## src/rtl/mem_access_unit.sv

```systemverilog
// Purpose : MEM-stage data-port controller. Turns an EX load/store into a word-aligned memory
//           request with byte enables and lane-shifted store data, then holds the completed
//           access (raw read word, mbe, write data, address, latency) for MEM/WB.
// Latency : accept cycle -> request from the next cycle until data_resp -> DONE; 3 cycles minimum
//           with a 1-cycle memory.
// Backpressure: stall_out freezes the pipeline during accept and BUSY; DONE waits for advance.
// Ports   : clk/rst (sync, active-high); valid_in/is_load/is_store/funct3/addr_in/rs2_in from EX;
//           advance from the MEM/WB register; data_* memory port; stall_out to the front end;
//           r_data_out/mbe_out/w_data_out/addr_out/lat_cycles/misalign_err hold the last access.
// Option  : define MEM_MISALIGN_TRAP_EN to trap misaligned half/word accesses instead of issuing
//           them (misalign_err reported in DONE, nothing sent to memory).
module mem_access_unit #(
    parameter int LAT_W = 16
) (
    input  logic             clk,
    input  logic             rst,
    input  logic             valid_in,
    input  logic             is_load,
    input  logic             is_store,
    input  logic [2:0]       funct3,
    input  logic [31:0]      addr_in,
    input  logic [31:0]      rs2_in,
    input  logic             advance,
    output logic             data_read,
    output logic             data_write,
    output logic [31:0]      data_addr,
    output logic [3:0]       data_mbe,
    output logic [31:0]      data_wdata,
    input  logic             data_resp,
    input  logic [31:0]      data_rdata,
    output logic             stall_out,
    output logic [31:0]      r_data_out,
    output logic [3:0]       mbe_out,
    output logic [31:0]      w_data_out,
    output logic [31:0]      addr_out,
    output logic [LAT_W-1:0] lat_cycles,
    output logic             misalign_err
);

    typedef enum logic [1:0] {
        S_IDLE,
        S_BUSY,
        S_DONE
    } state_t;

    state_t r_state;
    state_t w_next;

    logic             w_accept;
    logic             w_misalign;
    logic [1:0]       w_off;
    logic [3:0]       w_mbe;
    logic [31:0]      w_wdata;
    logic [LAT_W-1:0] w_lat_next;
    logic             w_unused_f3;

    logic             r_req_load;
    logic [31:0]      r_req_addr;
    logic [31:0]      r_req_addr_raw;
    logic [3:0]       r_req_mbe;
    logic [31:0]      r_req_wdata;
    logic [LAT_W-1:0] r_lat_cnt;

    // Sign (funct3[2]) only matters for write-back extraction, not for lane selection.
    assign w_unused_f3 = funct3[2];

    assign w_accept = valid_in & (is_load | is_store);
    assign w_off    = addr_in[1:0];

    // Lane steering; funct3[1:0]==11 is not a legal width and is treated as a word.
    always_comb begin
        w_mbe   = 4'b1111;
        w_wdata = rs2_in;
        case (funct3[1:0])
            2'b00: begin
                w_mbe   = 4'b0001 << w_off;
                w_wdata = rs2_in << {w_off, 3'b000};
            end
            2'b01: begin
                // 4-bit shift drops the upper lane, so off=3 gives 4'b1000.
                w_mbe   = 4'b0011 << w_off;
                w_wdata = rs2_in << {w_off, 3'b000};
            end
            default: begin
                w_mbe   = 4'b1111;
                w_wdata = rs2_in;
            end
        endcase
    end

`ifdef MEM_MISALIGN_TRAP_EN
    logic r_misalign;

    assign w_misalign = ((funct3[1:0] == 2'b01) & (w_off == 2'b11)) |
                        (funct3[1] & (w_off != 2'b00));

    always_ff @(posedge clk) begin
        if (rst) begin
            r_misalign <= 1'b0;
        end else if ((r_state == S_IDLE) && w_accept) begin
            r_misalign <= w_misalign;
        end
    end

    assign misalign_err = r_misalign & (r_state == S_DONE);
`else
    assign w_misalign   = 1'b0;
    assign misalign_err = 1'b0;
`endif

    // Counts the resp cycle too, so a 1-cycle memory reports 1.
    assign w_lat_next = (&r_lat_cnt) ? r_lat_cnt : r_lat_cnt + 1'b1;

    always_comb begin
        w_next    = r_state;
        stall_out = 1'b0;
        case (r_state)
            S_IDLE: begin
                if (w_accept) begin
                    stall_out = 1'b1;
                    w_next    = w_misalign ? S_DONE : S_BUSY;
                end
            end
            S_BUSY: begin
                stall_out = 1'b1;
                if (data_resp) begin
                    w_next = S_DONE;
                end
            end
            S_DONE: begin
                if (advance) begin
                    w_next = S_IDLE;
                end
            end
            default: w_next = S_IDLE;
        endcase
    end

    always_ff @(posedge clk) begin
        if (rst) begin
            r_state <= S_IDLE;
        end else begin
            r_state <= w_next;
        end
    end

    // Request capture and latency counting.
    always_ff @(posedge clk) begin
        if (rst) begin
            r_req_load     <= 1'b0;
            r_req_addr     <= '0;
            r_req_addr_raw <= '0;
            r_req_mbe      <= '0;
            r_req_wdata    <= '0;
            r_lat_cnt      <= '0;
        end else if ((r_state == S_IDLE) && w_accept) begin
            r_req_load     <= is_load;
            r_req_addr     <= {addr_in[31:2], 2'b00};
            r_req_addr_raw <= addr_in;
            r_req_mbe      <= w_mbe;
            r_req_wdata    <= w_wdata;
            r_lat_cnt      <= '0;
        end else if (r_state == S_BUSY) begin
            r_lat_cnt      <= w_lat_next;
        end
    end

    // Completed-access results, held until the next access completes.
    always_ff @(posedge clk) begin
        if (rst) begin
            r_data_out <= '0;
            mbe_out    <= '0;
            w_data_out <= '0;
            addr_out   <= '0;
            lat_cycles <= '0;
        end else if ((r_state == S_BUSY) && data_resp) begin
            r_data_out <= r_req_load ? data_rdata : 32'h0;
            mbe_out    <= r_req_mbe;
            w_data_out <= r_req_wdata;
            addr_out   <= r_req_addr_raw;
            lat_cycles <= w_lat_next;
        end else if ((r_state == S_IDLE) && w_accept && w_misalign) begin
            // Trapped access never reached memory: no lanes, no data, no latency.
            r_data_out <= '0;
            mbe_out    <= '0;
            w_data_out <= w_wdata;
            addr_out   <= addr_in;
            lat_cycles <= '0;
        end
    end

    assign data_read  = (r_state == S_BUSY) &  r_req_load;
    assign data_write = (r_state == S_BUSY) & ~r_req_load;
    assign data_addr  = r_req_addr;
    assign data_mbe   = r_req_mbe;
    assign data_wdata = r_req_wdata;

endmodule
```

## config.mk

```make
export PLATFORM = sky130hd
export DESIGN_NAME = mem_access_unit
export DESIGN_NICKNAME = d
export VERILOG_FILES = /design/src/rtl/mem_access_unit.sv
export SDC_FILE = /design/constraint.sdc
export NUM_CORES = 1
export LEC_CHECK = 0
export BUFFER_PORTS_ARGS = -buffer_cell sky130_fd_sc_hd__buf_2
export CAP_MARGIN = 20
export CORE_MARGIN = 2
export CORE_UTILIZATION = 40
export DETAILED_ROUTE_END_ITERATION = 16
export GPL_TIMING_DRIVEN = 0
export MAX_ROUTING_LAYER = met4
export PLACE_DENSITY = 0.7
export SYNTH_ARGS = -nofsm -noshare
export SYNTH_HDL_FRONTEND = slang
export SYNTH_SLANG_ARGS = --single-unit
export TNS_END_PERCENT = 10
```

## constraint.sdc

```tcl
create_clock -name clk -period 3.75 [get_ports clk]
set_clock_uncertainty 0.05 [all_clocks]
set_input_delay 0.5625 -clock clk [delete_from_list [all_inputs] [get_ports clk]]
set_output_delay 0.5625 -clock clk [all_outputs]
set_load 0.05 [all_outputs]
```

==> summary.md, run 1 <==
| Metric | Value |
|---|---|
| Fmax | 384 MHz |
| Reg-to-reg endpoint | r_lat_cnt[1] |
| Total Nets Final | 1,503 |
| Gates resized, CTS repair | 0 |
| Ys async rst share | 0 |
| Critical path's slowest cell | clkbuf_1 |
| Congestion Overflow GR | 0 |
| Top Ports | 294 |
| Critical Path AT | 1990 ps |
| Router iterations before antenna repair | 5 |
| Count of final setup violators | 0 |
| Clock sinks | 203 |
| Layout cells sized above 1 | 0.275 |
| Worst-path fanout max | 10 |
| Buffers & Inverters on Critical Path | 3 |
| Port buffer count | 285 |
| Hold Buf Count CTS | 0 |
| Sequential element share of the synthesized area | 0.475 |
| Final hold violation count | 0 |
| Peak supply drop | 0.294 mV |
| Endpoint class of the critical path | primary output |
| # Post-CTS Setup Buffers | 0 |
| Register-to-Register Path Depth | 6 |
| Vias post-DR | 8,846 |
| Yosys reg bits | 203 |
| Worst min path class | in -> reg |
| Synth cell types | 56 |
| Status | finished, final reports clean |
| Cell mode on critical path | clkbuf_1 |
| Antenna violations before repair | 2 |
| CP startpoint kind | register |
| EDFF count, synth | 0 |
| Fin crit period | 2600 ps |
| Yosys warning count | 0 |
| First-pass GRT wire length | 44,700 um |
| Die W | 150 um |
| Synth top area cells | dfxtp_1, nand2_1, a21oi_1 |
| Final Cycle Share | 0.695 |
| Wirelength, routed | 29,600 um |
| Area grow syn2layout | 29.8% |
| Synthesized area | 8560 um^2 |
| Max H-tree Level | 1 |
| CTS Buffer Depth | 3 |
| Critical path's largest stage delay | 410 ps |
| Multi-input combinational cell area | 3840 um^2 |
| Avg WL per Cell | 17.6 um |
| CTS root buffer | clkbuf_16 |
| Critical path class | reg -> out |
| Largest net degree at the start of global routing | 14 |
| Commonest non-fill, non-tap cell in the layout | buf_2 |
| Inserted Clock Buffers | 23 |
| Filler Cells Inserted | 2,051 |
| CP top delay family | buffers and inverters |
| Syn Inst Count | 1,084 |
| Worst-path clk slew | 60 ps |
| Final ANT Viol Nets | 0 |
| Tot GR Track Use | 0.259 |
| Die height | 150 um |
| Hold worst-path end | r_req_addr_raw[18] |
| Crit-path cells | clkbuf_1 -> clkbuf_1 -> and2_1 -> buf_2 |
| R2r setup slk | 1280 ps |
| Relative slew slack | 0.422 |
| Storage element area | 4060 um^2 |
| Vias per inst | 5.24 |
| Hold Crit Start | addr_in[18] |
| Rows | 53 |
| Max-slew violation count | 0 |
| Max-cap viol count | 0 |
| Placed wire-length estimate | 21,900 um |
| Iter 0 DRT Violations | 608 |
| Main synth FF type | dfxtp_1 |
| Commonest non-fill, non-tap cells in the layout | buf_2, nand2_1, dfxtp_1 |
| Vias in the first global route | 8,131 |
| Initial Util | 0.407 |
| RR Startpoint | r_lat_cnt[0] |
| Die area | 22,600 um^2 |
| Synthesized area per cell | 7.90 um^2 |
| Setup_tns | 0 ps |
| Clk Latency, worst-skew pair | 500 ps |
| Worst-Margin Slew | 867 ps |
| Worst hold slack | 246 ps |
| Hold Crit Depth | 3 |
| CTS tree | built |
| RSZ-0062 raised after global routing | false |
| DR DRC count | 0 |
| Worst EP required | 3140 ps |
| Share of the synthesized area in the top cell type | 0.475 |
| P_leak | 4.64 nW |
| Post-synth top area cell | dfxtp_1 |
| Power Density | 482 nW/um^2 |
| GPL Wtd Cong | 0.968 |
| Core area | 21,000 um^2 |
==> through the flow <==
stage                     instances  worst slack (ps)  instance area, um^2  utilization  total power, mW
after floorplan                1086              1760                 8570            -             2.86
after global placement         1646              1200                10300        0.492             3.12
after detailed placement       1646              1160                10300        0.492             3.13
after CTS                      1687              1150                11100        0.528             5.39
after global routing           1689              1050                11100        0.529             5.57
final                          1689              1150                11100        0.529             5.36
==> power by group <==
group / switching (mW) / internal (mW) / leakage (nW) / total (mW)
combinational: 0.581 / 0.214 / 2.61 / 0.796
clock: 0.894 / 1.38 / 0.379 / 2.28
sequential: 0.0595 / 2.23 / 1.65 / 2.29
==> per-layer routing <==
| metal | vias to the layer above | global-route usage | share of wire |
|---|---|---|---|
| met3 | 58 | 0.0448 | 0.077 |
| met2 | 364 | 0.423 | 0.47 |
| met4 | 0 | 0.0797 | 0.032 |
| met5 | - | - | 0 |
| li1 | 4327 | - | - |
| met1 | 4097 | 0.328 | 0.42 |
==> sequential cells by signal, summed over array words and instances (netlist names) <==
register and flops:
r_lat_cnt 16, w_data_out 32, addr_out 32, r_req_load 1
r_data_out 32, data_wdata 32, r_req_addr_raw 32, data_mbe 4
r_state 2, lat_cycles 16, mbe_out 4
==> cells by family (layout without fill, tap and decap cells) <==
group / count (synthesis) / in the layout / share of synthesized area
AOI/OAI and AO/OA: 269 / 269 / 0.184
xor gates and xnor gates: 5 / 5 / 0.00512
adders and majority gates: 1 / 1 / 0.00146
buffers and inverters: 132 / 458 / 0.0779
DFF: 203 / 203 / 0.475
muxes: 5 / 5 / 0.00585
other: 1 / 5 / 0.000438
and+or+nand+nor: 468 / 468 / 0.250
==> worst reg2reg max path, stage by stage, from the launching register on <==
cell and delay [ps]:
dfxtp_1 460, ha_1 300, nand3_2 260, o41ai_4 750, buf_6 250, mux2i_1 210
nor2_1 50
==> area by class of cell <==
type / instances / area share
sequential: 203 / 0.366
clock inverter: 8 / 0.00867
multi-input combinational: 751 / 0.345
clock buffer: 33 / 0.0606
inverter: 5 / 0.00169
antenna: 2 / 0.000450
tap: 275 / 0.0310
timing repair buffer: 285 / 0.128
buffer: 127 / 0.0583
==> worst max path at each step <==
stage | start | end | slack [ps] | depth (start not counted)
floorplan | is_load | stall_out | 1760 | 3
global placement | is_load | r_req_addr_raw[0] | 1200 | 7
detailed placement | is_load | r_req_addr_raw[0] | 1160 | 7
CTS | r_req_load | data_read | 1150 | 4
global route | r_req_load | data_read | 1050 | 4
finish | r_req_load | data_read | 1150 | 4
==> cell usage after synthesis (11+ instances only) <==
library cell  number
clkbuf_1          69
a211oi_1          24
nor2_1            50
a21oi_1          181
dfxtp_1          203
nand2_1          273
nand3_1           46
nand3b_1          17
nor3_1            17
buf_2             17
a31oi_1           11
buf_4             36
nand2b_1          19
(Power assumes the default switching activity.)
==> run 2: changes to the inputs <==
clock period = 2.5 ns   (was 3.75 ns; I/O delays follow)
==> summary.md, run 2 (synthesis results as in run 1) <==
| Metric | Value |
|---|---|
| R2r setup slk | 190 ps |
| CTS Buffer Depth | 3 |
| Core area | 21,000 um^2 |
| Worst min path class | in -> reg |
| First-pass GRT wire length | 44,700 um |
| Worst-Margin Slew | 890 ps |
| Final ANT Viol Nets | 0 |
| Tot GR Track Use | 0.259 |
| Vias in the first global route | 8,131 |
| Inserted Clock Buffers | 23 |
| Router iterations before antenna repair | 5 |
| Avg WL per Cell | 17.6 um |
| Final Cycle Share | 0.923 |
| Critical path class | reg -> reg |
| Layout cells sized above 1 | 0.276 |
| Vias per inst | 5.24 |
| Critical path's slowest cell | o41ai_4 |
| # Post-CTS Setup Buffers | 0 |
| Critical path's largest stage delay | 650 ps |
| Die height | 150 um |
| Peak supply drop | 0.439 mV |
| Crit-path cells | ha_1 -> nand3_4 -> o41ai_4 -> buf_6 -> mux2i_1 -> nor2_1 |
| CP startpoint kind | register |
| Power Density | 723 nW/um^2 |
| Max-slew violation count | 0 |
| Top Ports | 294 |
| Worst-path clk slew | 60 ps |
| Fmax | 433 MHz |
| Clk Latency, worst-skew pair | 500 ps |
| Wirelength, routed | 29,700 um |
| Area grow syn2layout | 29.9% |
| Worst setup margin | 192 ps |
| CP top delay family | compound AO/OA/AOI/OAI gates |
| Total Nets Final | 1,503 |
| Clock sinks | 203 |
| Final hold violation count | 0 |
| Critical Path AT | 2630 ps |
| Congestion Overflow GR | 0 |
| RSZ-0062 raised after global routing | false |
| P_leak | 4.64 nW |
| DR DRC count | 0 |
| CTS tree | built |
| Worst EP required | 2820 ps |
| Buffers & Inverters on Critical Path | 1 |
| Post-route insts no fill | 1,689 |
| Fin crit period | 2310 ps |
| Dpl cells | 1,646 |
| Rows | 53 |
| Port buffer count | 285 |
| Max-cap viol count | 0 |
| Die W | 150 um |
| Commonest non-fill, non-tap cells in the layout | buf_2, nand2_1, dfxtp_1 |
| Worst-path fanout max | 10 |
| Setup_tns | 0 ps |
| Largest net degree at the start of global routing | 14 |
| Endpoint class of the critical path | register |
| Die area | 22,600 um^2 |
| Worst hold slack | 59.1 ps |
| Iter 0 DRT Violations | 534 |
| Dpl ws | 93.9 ps |
| Relative slew slack | 0.407 |
| Vias post-DR | 8,857 |
| Status | finished, final reports clean |
| Hold Buf Count CTS | 0 |
| GPL Wtd Cong | 0.968 |
| Max H-tree Level | 1 |
| Initial Util | 0.407 |
| Antenna violations before repair | 2 |
| Placed wire-length estimate | 21,900 um |
| Filler Cells Inserted | 2,048 |
| Count of final setup violators | 0 |
| CTS root buffer | clkbuf_16 |
| Commonest non-fill, non-tap cell in the layout | buf_2 |
-- run 2: cell counts in the layout (fill, tap and decap cells not counted) --
Identical to the previous run, type by type.
-- run 2: final cells by class --
class / count / area [um^2] / area share
timing repair buffer: 285 / 1430 / 0.128
antenna: 2 / 5.00 / 0.000450
tap: 275 / 344 / 0.0309
sequential: 203 / 4060 / 0.365
inverter: 5 / 18.8 / 0.00169
multi-input combinational: 751 / 3850 / 0.346
clock buffer: 33 / 673 / 0.0605
clock inverter: 8 / 96.3 / 0.00866
buffer: 127 / 649 / 0.0584
-- run 2: what timing repair did --
action,CTS,global route
gates resized for setup,0,3
hold endpoints to repair,0,0
setup endpoints to repair,0,3
-- run 2: metal layers --
metal,vias to the layer above,track usage,share of wire
li1,4321,-,-
met1,4121,0.328,0.42
met2,363,0.423,0.47
met3,52,0.0448,0.082
met4,0,0.0797,0.029
met5,-,-,0
-- run 2: worst reg2reg max path, delay by kind of cell, from the launching register on --
family / cells / cell delay (ps)
and+or+nand+nor: 2 / 230
DFF: 1 / 460
buffers and inverters: 1 / 250
AOI/OAI and AO/OA: 1 / 650
adders and majority gates: 1 / 330
muxes: 1 / 200
-- run 2: metrics by stage --
step	instance area [um^2]	total power, mW	utilization
after detailed placement	10300	4.69	0.492
final	11100	8.04	0.529
after global routing	11100	8.35	0.529
after global placement	10300	4.68	0.492
after floorplan	8570	4.29	-
after CTS	11100	8.09	0.528
-- run 2: worst paths after layout --
check | endpoint | depth (start not counted) | startpoint
setup / recovery | r_lat_cnt[1] | 6 | r_lat_cnt[0]
hold / removal | r_req_addr_raw[18] | 3 | addr_in[18]
setup reg to reg | r_lat_cnt[1] | 6 | r_lat_cnt[0]
hold reg to reg | r_data_out[8] | 2 | r_data_out[8]
-- run 2: power breakdown --
group | internal, mW | switching [mW]
combinational | 0.322 | 0.871
clock | 2.07 | 1.34
sequential | 3.35 | 0.0893
total | 5.74 | 2.30
==> run 3: changes to the inputs <==
CORE_UTILIZATION = 45   (was 40)
PLACE_DENSITY = 0.77   (was 0.7)
==> summary.md, run 3 (synthesis results as in run 1) <==
| Metric | Value |
|---|---|
| Status | finished, final reports clean |
| CTS tree | built |
| Gates resized, CTS repair | 0 |
| Post-route insts no fill | 1,647 |
| Commonest non-fill, non-tap cells in the layout | buf_2, nand2_1, dfxtp_1 |
| CP startpoint kind | register |
| Endpoint class of the critical path | primary output |
| Fin crit period | 2410 ps |
| CP endpoint | data_read |
| GR Layer Usage met3 | 0.0643 |
| Rows | 50 |
| Layout cells sized above 1 | 0.273 |
| Die area | 20,100 um^2 |
| Final Cycle Share | 0.962 |
| P_leak | 4.62 nW |
| Vias post-DR | 8,838 |
| CTS root buffer | clkbuf_16 |
| Count of final setup violators | 0 |
| RSZ-0062 raised after global routing | true |
| Initial Util | 0.458 |
| Die W | 142 um |
| Dpl cell area | 10,300 um^2 |
| CTS Buffer Depth | 3 |
| Avg WL per Cell | 17.6 um |
| Clk Latency, worst-skew pair | 500 ps |
| GRT met2 Usage | 0.450 |
| Placed wire-length estimate | 21,300 um |
| Critical Path AT | 1980 ps |
| # Post-CTS Setup Buffers | 0 |
| R2r setup slk | 120 ps |
| GPL Wtd Cong | 0.946 |
| Iter 0 DRT Violations | 678 |
| Wirelength, routed | 29,000 um |
| Setup crit start | r_req_load |
| Worst-path fanout max | 10 |
| GRT busiest layer | met2 |
| RR Startpoint | r_lat_cnt[0] |
| Cell area after layout | 11,000 um^2 |
| Reg-to-reg endpoint | r_lat_cnt[1] |
| Max-cap viol count | 0 |
| M1 GR Usage | 0.339 |
| Core area | 18,700 um^2 |
| Max H-tree Level | 1 |
| Worst EP required | 2080 ps |
| Router iterations before antenna repair | 5 |
| Inserted Clock Buffers | 23 |
| Commonest non-fill, non-tap cell in the layout | buf_2 |
| Final ANT Viol Nets | 0 |
| Peak supply drop | 0.356 mV |
| Max-slew violation count | 0 |
| Clock sinks | 203 |
| Largest net degree at the start of global routing | 13 |
| Vias per inst | 5.37 |
| Hold Crit Start | addr_in[7] |
| Register-to-Register Path Depth | 6 |
| Congestion Overflow GR | 0 |
| Die height | 142 um |
| Critical path class | reg -> out |
| Final hold violation count | 0 |
| Antenna violations before repair | 2 |
| Fmax | 416 MHz |
| Port buffer count | 285 |
| Worst-path clk slew | 60 ps |
| Worst-Margin Slew | 875 ps |
| First-pass GRT wire length | 43,400 um |
| Total Nets Final | 1,503 |
| DR DRC count | 0 |
| Dpl cells | 1,605 |
| Area grow syn2layout | 28.9% |
| Vias in the first global route | 8,096 |
| Top Ports | 294 |
| Relative slew slack | 0.416 |
| Worst min path class | in -> reg |
| Hold Buf Count CTS | 0 |
| Tot GR Track Use | 0.279 |
| Power Density | 720 nW/um^2 |
[run 3: cell count changes in the layout (fill, tap and decap cells not counted), sizes merged]
| cell | delta |
|---|---|
| clkbuf | +1 |
| clkinv | -2 |
[run 3: where the power goes]
part           leakage, nW  switching (mW)  internal [mW]  total, mW
Combinational         2.61           0.866          0.321       1.19
Sequential            1.65          0.0885           3.35       3.43
Clock                0.361            1.31           2.01       3.33
Total                 4.62            2.26           5.68       7.95
[run 3: through the flow]
stage / hold WS, ps / total power, mW / util / TNS [ps] / setup WS, ps
after floorplan: 382 / 4.29 / - / 0 / 519
final: 60.0 / 7.95 / 0.590 / 0 / 94.1
after global routing: 63.2 / 8.21 / 0.590 / -17.1 / -17.1
after CTS: 46.5 / 7.99 / 0.590 / 0 / 106
after detailed placement: 392 / 4.68 / 0.550 / 0 / 140
after global placement: 386 / 4.67 / 0.550 / 0 / 147
[run 3: layout make-up]
type                       instances  area (um^2)
fill                            1726         7670
tap                              234          293
multi-input combinational        751         3840
antenna                            2         5.00
sequential                       203         4060
clock buffer                      34          657
inverter                           5         18.8
buffer                           127          648
timing repair buffer             285         1430
clock inverter                     6         82.6
[run 3: metal layers]
metal / part of all wire / vias up
met5: 0 / -
met4: 0.043 / 0
met2: 0.46 / 387
met3: 0.077 / 96
met1: 0.42 / 4051
li1: - / 4304
[run 3: how the worst min path moves through the flow]
stage               cells after the start                 to  slack [ps]
floorplan                               2        addr_out[0]         380
global placement                        2      r_data_out[1]         390
detailed placement                      2     r_data_out[26]         390
CTS                                     3  r_req_addr_raw[7]          50
global route                            3  r_req_addr_raw[8]          60
finish                                  3  r_req_addr_raw[7]          60
[run 3: critical path, stage by stage, from the launching register on]
cell and delay [ps]:
dfxtp_1 300, clkbuf_1 300, clkbuf_1 390, and2_1 210, buf_2 270
